File: src/rtl/uart_arb_pkg.sv
`timescale 1ns/1ps
`default_nettype none
// +--------------------------------------------------------------------+
// | uart_arb_pkg : shared defaults and FSM encoding for uart_rsp_arb   |
// | Revision     : 1.0                                                 |
// +--------------------------------------------------------------------+
package uart_arb_pkg;

  localparam int c_n_req_default   = 4;
  localparam int c_timeout_default = 4096;

  typedef logic [1:0] arb_state_t;

  localparam arb_state_t c_st_idle = 2'd0;
  localparam arb_state_t c_st_send = 2'd1;
  localparam arb_state_t c_st_ack  = 2'd2;
  localparam arb_state_t c_st_rel  = 2'd3;

endpackage
`default_nettype wire

File: src/rtl/uart_rsp_arb_rr_pick.sv
`timescale 1ns/1ps
`default_nettype none
// +--------------------------------------------------------------------+
// | rr_pick : combinational round-robin pick, search starts after      |
// |           last_grant and wraps at P_N_REQ-1                        |
// | Revision: 1.0                                                      |
// +--------------------------------------------------------------------+
module rr_pick
  import uart_arb_pkg::*;
#(
  parameter int P_N_REQ = c_n_req_default,
  parameter int P_IDX_W = $clog2(P_N_REQ)
) (
  input  logic [P_N_REQ-1:0] req,
  input  logic [P_IDX_W-1:0] last_grant,
  output logic               valid,
  output logic [P_IDX_W-1:0] index
);

  int                 sum;
  logic [P_IDX_W-1:0] cand;

  // Walk from the farthest candidate to the nearest so the nearest pending request wins.
  always_comb begin
    valid = |req;
    index = '0;
    sum   = 0;
    cand  = '0;
    for (int k = P_N_REQ; k >= 1; k--) begin
      sum = int'(last_grant) + k;
      if (sum >= P_N_REQ) sum = sum - P_N_REQ;
      cand = P_IDX_W'(sum);
      if (req[cand]) index = cand;
    end
  end

endmodule
`default_nettype wire

File: src/rtl/uart_rsp_arb.sv
`timescale 1ns/1ps
`default_nettype none
// +--------------------------------------------------------------------+
// | uart_rsp_arb : round-robin arbiter of 4-phase byte requesters onto |
// |                one UART response handshake, with send timeout      |
// | Revision     : 1.0                                                 |
// +--------------------------------------------------------------------+
module uart_rsp_arb
  import uart_arb_pkg::*;
#(
  parameter int P_N_REQ   = c_n_req_default,
  parameter int P_TIMEOUT = c_timeout_default
) (
  input  logic                       clk,
  input  logic                       rst,
  input  logic [P_N_REQ-1:0]         req,
  input  logic [8*P_N_REQ-1:0]       data,
  output logic [P_N_REQ-1:0]         ack,
  output logic                       rsp_req,
  input  logic                       rsp_ack,
  output logic [7:0]                 rsp_data,
  output logic [$clog2(P_N_REQ)-1:0] grant_id,
  output logic                       busy,
  output logic                       timeout_err
);

  localparam int                 c_idx_w    = $clog2(P_N_REQ);
  localparam int                 c_cnt_w    = $clog2(P_TIMEOUT);
  localparam logic [c_cnt_w-1:0] c_cnt_last = c_cnt_w'(P_TIMEOUT - 1);
  localparam logic [c_idx_w-1:0] c_last_rst = c_idx_w'(P_N_REQ - 1);

  arb_state_t           state_q, state_d;
  logic [P_N_REQ-1:0]   req_seen_q, req_seen_d;
  logic [c_idx_w-1:0]   grant_q, grant_d;
  logic [c_idx_w-1:0]   last_grant_q, last_grant_d;
  logic [7:0]           byte_q, byte_d;
  logic [c_cnt_w-1:0]   cnt_q, cnt_d;
  logic                 timeout_err_q, timeout_err_d;
  logic                 pick_valid;
  logic [c_idx_w-1:0]   pick_index;
  logic                 send_expired;

  // A request is eligible once it has been high on two consecutive edges,
  // which gives the two-edge req-to-rsp_req latency and honours withdrawals.
  rr_pick #(
    .P_N_REQ (P_N_REQ),
    .P_IDX_W (c_idx_w)
  ) u_rr_pick (
    .req        (req & req_seen_q),
    .last_grant (last_grant_q),
    .valid      (pick_valid),
    .index      (pick_index)
  );

  assign send_expired = (cnt_q == c_cnt_last);

  always_ff @(posedge clk or posedge rst) begin
    if (rst) state_q <= c_st_idle;
    else     state_q <= state_d;
  end

  always_comb begin
    state_d = state_q;
    case (state_q)
      c_st_idle: if (pick_valid) state_d = c_st_send;
      c_st_send: if (rsp_ack || send_expired) state_d = c_st_ack;
      c_st_ack:  if (!req[grant_q]) state_d = c_st_rel;
      c_st_rel:  state_d = c_st_idle;
      default:   state_d = c_st_idle;
    endcase
  end

  always_comb begin
    rsp_req     = (state_q == c_st_send);
    busy        = (state_q != c_st_idle);
    ack         = '0;
    if (state_q == c_st_ack) ack[grant_q] = 1'b1;
    grant_id    = grant_q;
    rsp_data    = byte_q;
    timeout_err = timeout_err_q;
  end

  always_comb begin
    req_seen_d    = req;
    grant_d       = grant_q;
    byte_d        = byte_q;
    last_grant_d  = last_grant_q;
    cnt_d         = '0;
    timeout_err_d = 1'b0;
    if (state_q == c_st_idle && pick_valid) begin
      grant_d = pick_index;
      for (int i = 0; i < P_N_REQ; i++) begin
        if (pick_index == c_idx_w'(i)) byte_d = data[8*i +: 8];
      end
    end
    if (state_q == c_st_send) begin
      cnt_d         = cnt_q + 1'b1;
      timeout_err_d = send_expired && !rsp_ack;
    end
    if (state_q == c_st_rel) last_grant_d = grant_q;
  end

  always_ff @(posedge clk or posedge rst) begin
    if (rst) begin
      req_seen_q    <= '0;
      grant_q       <= '0;
      byte_q        <= '0;
      last_grant_q  <= c_last_rst;
      cnt_q         <= '0;
      timeout_err_q <= 1'b0;
    end else begin
      req_seen_q    <= req_seen_d;
      grant_q       <= grant_d;
      byte_q        <= byte_d;
      last_grant_q  <= last_grant_d;
      cnt_q         <= cnt_d;
      timeout_err_q <= timeout_err_d;
    end
  end

endmodule
`default_nettype wire

File: config.mk
export PLATFORM = sky130hd
export DESIGN_NAME = uart_rsp_arb
export DESIGN_NICKNAME = d
export VERILOG_FILES = /design/src/rtl/uart_arb_pkg.sv /design/src/rtl/uart_rsp_arb_rr_pick.sv /design/src/rtl/uart_rsp_arb.sv
export SDC_FILE = /design/constraint.sdc
export NUM_CORES = 1
export LEC_CHECK = 0
export BUFFER_PORTS_ARGS = -buffer_cell sky130_fd_sc_hd__buf_4
export CAP_MARGIN = 20
export CELL_PAD_IN_SITES_DETAIL_PLACEMENT = 1
export CELL_PAD_IN_SITES_GLOBAL_PLACEMENT = 1
export CORE_MARGIN = 4
export CORE_UTILIZATION = 41
export CTS_CLUSTER_DIAMETER = 120
export CTS_CLUSTER_SIZE = 25
export DETAILED_ROUTE_END_ITERATION = 10
export PLACE_DENSITY = 0.94
export SYNTH_ARGS = -nofsm -noshare
export SYNTH_HDL_FRONTEND = slang
export SYNTH_SLANG_ARGS = --single-unit
File: constraint.sdc
create_clock -name clk -period 4.4 [get_ports clk]
set_clock_uncertainty 0.1 [all_clocks]
set_input_delay 0.88 -clock clk [delete_from_list [all_inputs] [get_ports clk]]
set_output_delay 0.88 -clock clk [all_outputs]
set_load 0.01 [all_outputs]
==> flow_results.org <==
** Final layout
- Multi-input combinational cell area :: 840 sq um
- Most frequent standard cell in the layout excluding fill and tap cells :: sky130_fd_sc_hd__buf_4
- Compared with the post-synthesis result, the final layout area differs by 31.2%.
- Number of nets in the final layout :: 256
- Commonest cells after routing, fill and taps aside :: sky130_fd_sc_hd__buf_4, sky130_fd_sc_hd__dfrtp_1, sky130_fd_sc_hd__nand2_1
- The number of antenna diodes in the final layout is 0.
- At the end of the flow the core is filled with cells to 55.5%.
- Register cell area after layout :: 778 sq um
- Fill cell total of the finished layout :: 456
- Share of post-route cells with drive strength above 1 :: 34.7%

** Clock network
- No sink is reached through more buffers than the 2 on the longest clock path.
- Reg clk slew, reported paths :: 0.06 ns
- Counting the buffers created by CTS gives 5.
- CTS Sinks :: 31
- The clock tree synthesis step divided the H-tree into 2 levels.
- The cell sitting at the root of the clock tree is a sky130_fd_sc_hd__clkbuf_8.
- In this run, post-CTS repair resized a total of 0 instances.
- CTS tree :: built
- Post-CTS Hold Buffers :: 0
- After clock tree synthesis, the setup repair step added 0 buffers.
- For the worst-skew pair, the clock arrives at the later sink with an insertion delay of 0.28 ns.

** Worst setup path
- Crit path required time :: 4.44 ns
- Length in cells of the worst reg-to-reg path :: 4
- For the worst setup path, the data arrival time is 2.63 ns.
- The endpoint identified for the worst register-to-register timing path is rsp_data[3]$_DFFE_PP0P_.
- Setup slack of the most critical reg-to-reg path :: 2.09 ns
- Type of origin of the critical path :: input port
- The worst register-to-register path begins at last_grant_q[1]$_DFFE_PP1N_.
- Crit Path Class :: input port to flop
- Largest fanout of any net on the critical path :: 17
- The worst setup path is captured at a flop.

** Logic synthesis
- Synth area leaders :: sky130_fd_sc_hd__dfrtp_1, sky130_fd_sc_hd__mux2i_1, sky130_fd_sc_hd__nand2_1
- Fraction of the mapped netlist area in simple logic gates :: 18.6%
- Yosys printed 0 warnings.
- Post-synthesis instance area :: 0.00169 sq mm
- Post-synthesis compound-gate area fraction :: 10.9%
- Sequential cells were found to cover 46.0% of the synthesized design area.
- Counting flops and latches in the post-synthesis netlist gives 31.
- Cell taking the most area after synthesis :: sky130_fd_sc_hd__dfrtp_1
- Post-synthesis mux area share :: 12.8%
- Synthesis produced a netlist with a net count of 198.
- Summing the areas of all fa, ha and maj instances in the mapped netlist gives 3.70% of the synthesized area.
- Post-synthesis share of cell area spent on xor and xnor gates :: 3.62%
- Main combinational cell family by area after synthesis :: simple AND/OR/NAND/NOR gates
- Average instance area after synthesis :: 11.0 sq um
- Number of distinct library cells after synthesis :: 43
- Number of cells produced by synthesis :: 154
- Of the post-synthesis cell area, the dominant cell type holds 42.9%.

** Drt
- DRC violation count after routing :: 0
- Initial detailed-routing violation count :: 101
- Summed over all layers, the routed wires come to 4.59 mm.
- After detailed routing, the number of vias per cell comes to 5.41.
- Average wire length per cell after detail routing :: 17.4 microns
- Remaining antenna violation count after routing :: 0
- The detailed router placed 1,422 vias in this run.
- First-pass iteration count of the detailed router :: 6

** Floorplan
- In this run the standard cell core region covers 0.00400 sq mm.
- Die width :: 72.2 microns
- The die covers 0.00522 sq mm.
- Die extent in y :: 72.2 microns
- Number of cell rows :: 23
- IO Count :: 56
- Starting density of the core :: 42.3%

** STA
- Setup repair after global routing left no endpoint under its margin.
- Final Hold Violating Endpoints :: 0
- Min Clock Period, post-route :: 2.59 ns
- Worst Tran Pin Value :: 0.977 ns
- Timing would allow up to 386 MHz.
- Setup violations remaining at the end of the flow were counted as 0.
- Relative max-transition margin :: 34.9%
- Number of max-slew violations in the final report :: 0
- Portion of the clock cycle consumed by the worst path in the final layout :: 58.9%
- Aggregate negative setup slack :: 0 ns

** Global route
- Maximum number of pins on one net before global-route repair :: 32
- Across every metal layer, demand over resource in global routing totals 19.0%.
- Antenna violations before repair :: 0
- Wire length of the first global-routing pass :: 7.57 mm
- Global routing finished with a remaining overflow of 0.
- The number of global-route vias before repair came to 1,561.

** Pwr
- PD cells :: 508 mW/mm^2
- The worst-case IR drop observed on VDD is 280 uV.
- Summed over all cells, the static leakage comes to 1.08 nW.
- Total power after layout :: 1.13 mW

** Min path
- Startpoint of the tightest hold check path :: cnt_q[0]$_DFF_PP0_
- Hold endpoint :: cnt_q[0]$_DFF_PP0_
- Worst hold path stage count :: 1
- Class of the most critical hold timing path :: flop to flop

** Flow run
- Max capacitance violation total :: 0

** Status
- The run finished with clean final reports.

** Placed design
- Weighted congestion at the end of routability-driven global placement :: 0.774
- Once detailed placement completed, the half-perimeter wirelength came to 3.50 mm.
- Port buffer count :: 55
-- routing by layer --
metal | track usage, % | wire length [microns] | up-vias
li1 | - | - | 669
met1 | 21.2 | 1760 | 719
met2 | 34.5 | 2570 | 28
met3 | 5.68 | 206 | 6
met4 | 5.64 | 53 | 0
met5 | 0 | 0 | -
-- report_power, final --
part	leakage [nW]	internal [mW]	switching, mW	total [mW]
combinational	0.631	0.223	0.226	0.449
sequential	0.397	0.363	0.0701	0.433
clock	0.0515	0.143	0.103	0.245
total	1.08	0.729	0.399	1.13
-- worst max path at each step --
stage	slack (ns)	to	depth (start not counted)	start
global route	1.67	rsp_data[3]$_DFFE_PP0P_	6	req[1]
finish	1.81	rsp_data[3]$_DFFE_PP0P_	6	req[0]
global placement	1.58	rsp_data[4]$_DFFE_PP0P_	6	req[1]
detailed placement	1.47	rsp_data[3]$_DFFE_PP0P_	6	req[0]
floorplan	2.24	rsp_data[1]$_DFFE_PP0P_	7	req[1]
CTS	1.81	rsp_data[0]$_DFFE_PP0P_	6	req[0]
-- logic make-up after synthesis --
family | after synthesis
AND/OR/NAND/NOR | 57
flip-flops | 31
AO/OA/AOI/OAI | 24
multiplexers | 20
buffers and inverters | 10
XOR/XNOR | 7
adder cells (fa/ha/maj) | 5
-- state kept, by name (all words and copies together), names as in the netlist --
name          cells
req_seen_q        4
last_grant_q      2
state_q           2
grant_id          2
cnt_q            12
timeout_err       1
rsp_data          8
-- cell usage after synthesis (all sizes together) --
library cell / number
nand2: 20
a222oi: 1
dfrtp: 29
nand3b: 1
or2: 1
o311a: 1
nor2: 3
o22ai: 1
mux2: 3
nand2b: 1
o21ai: 5
o21bai: 2
and4: 1
nand3: 5
nor3b: 1
and3b: 1
buf: 3
mux4: 1
and3: 4
xor2: 1
clkbuf: 2
or3: 3
nor2b: 2
nand4: 3
o221ai: 8
inv: 5
a21boi: 3
a22oi: 2
xnor2: 6
ha: 5
dfstp: 2
and2: 10
nor3: 1
o211ai: 1
mux2i: 16
-- worst max-delay path, cell delays in order --
cell and delay (ns):
sky130_fd_sc_hd__buf_4 0.13, sky130_fd_sc_hd__and3_1 0.19, sky130_fd_sc_hd__o21ai_1 0.14, sky130_fd_sc_hd__o311a_1 0.83
sky130_fd_sc_hd__mux2i_1 0.30, sky130_fd_sc_hd__o221ai_1 0.16
-- stage by stage --
step	instances	worst slack (ns)	hold slack [ns]	cell area, sq um
floorplan	154	2.24	0.352	1690
global placement	255	1.58	0.372	2120
detailed placement	255	1.47	0.395	2120
CTS	263	1.81	0.410	2220
global route	263	1.67	0.427	2220
finish	263	1.81	0.405	2220
-- area by class of cell --
class | count | share of cell area, %
Clock buffer | 8 | 4.51
Tap cell | 50 | 2.82
Timing Repair Buffer | 56 | 18.9
Sequential cell | 31 | 35.1
Multi-Input combinational cell | 113 | 37.8
Inverter | 5 | 0.846
Power figures use the tool's default switching activity.
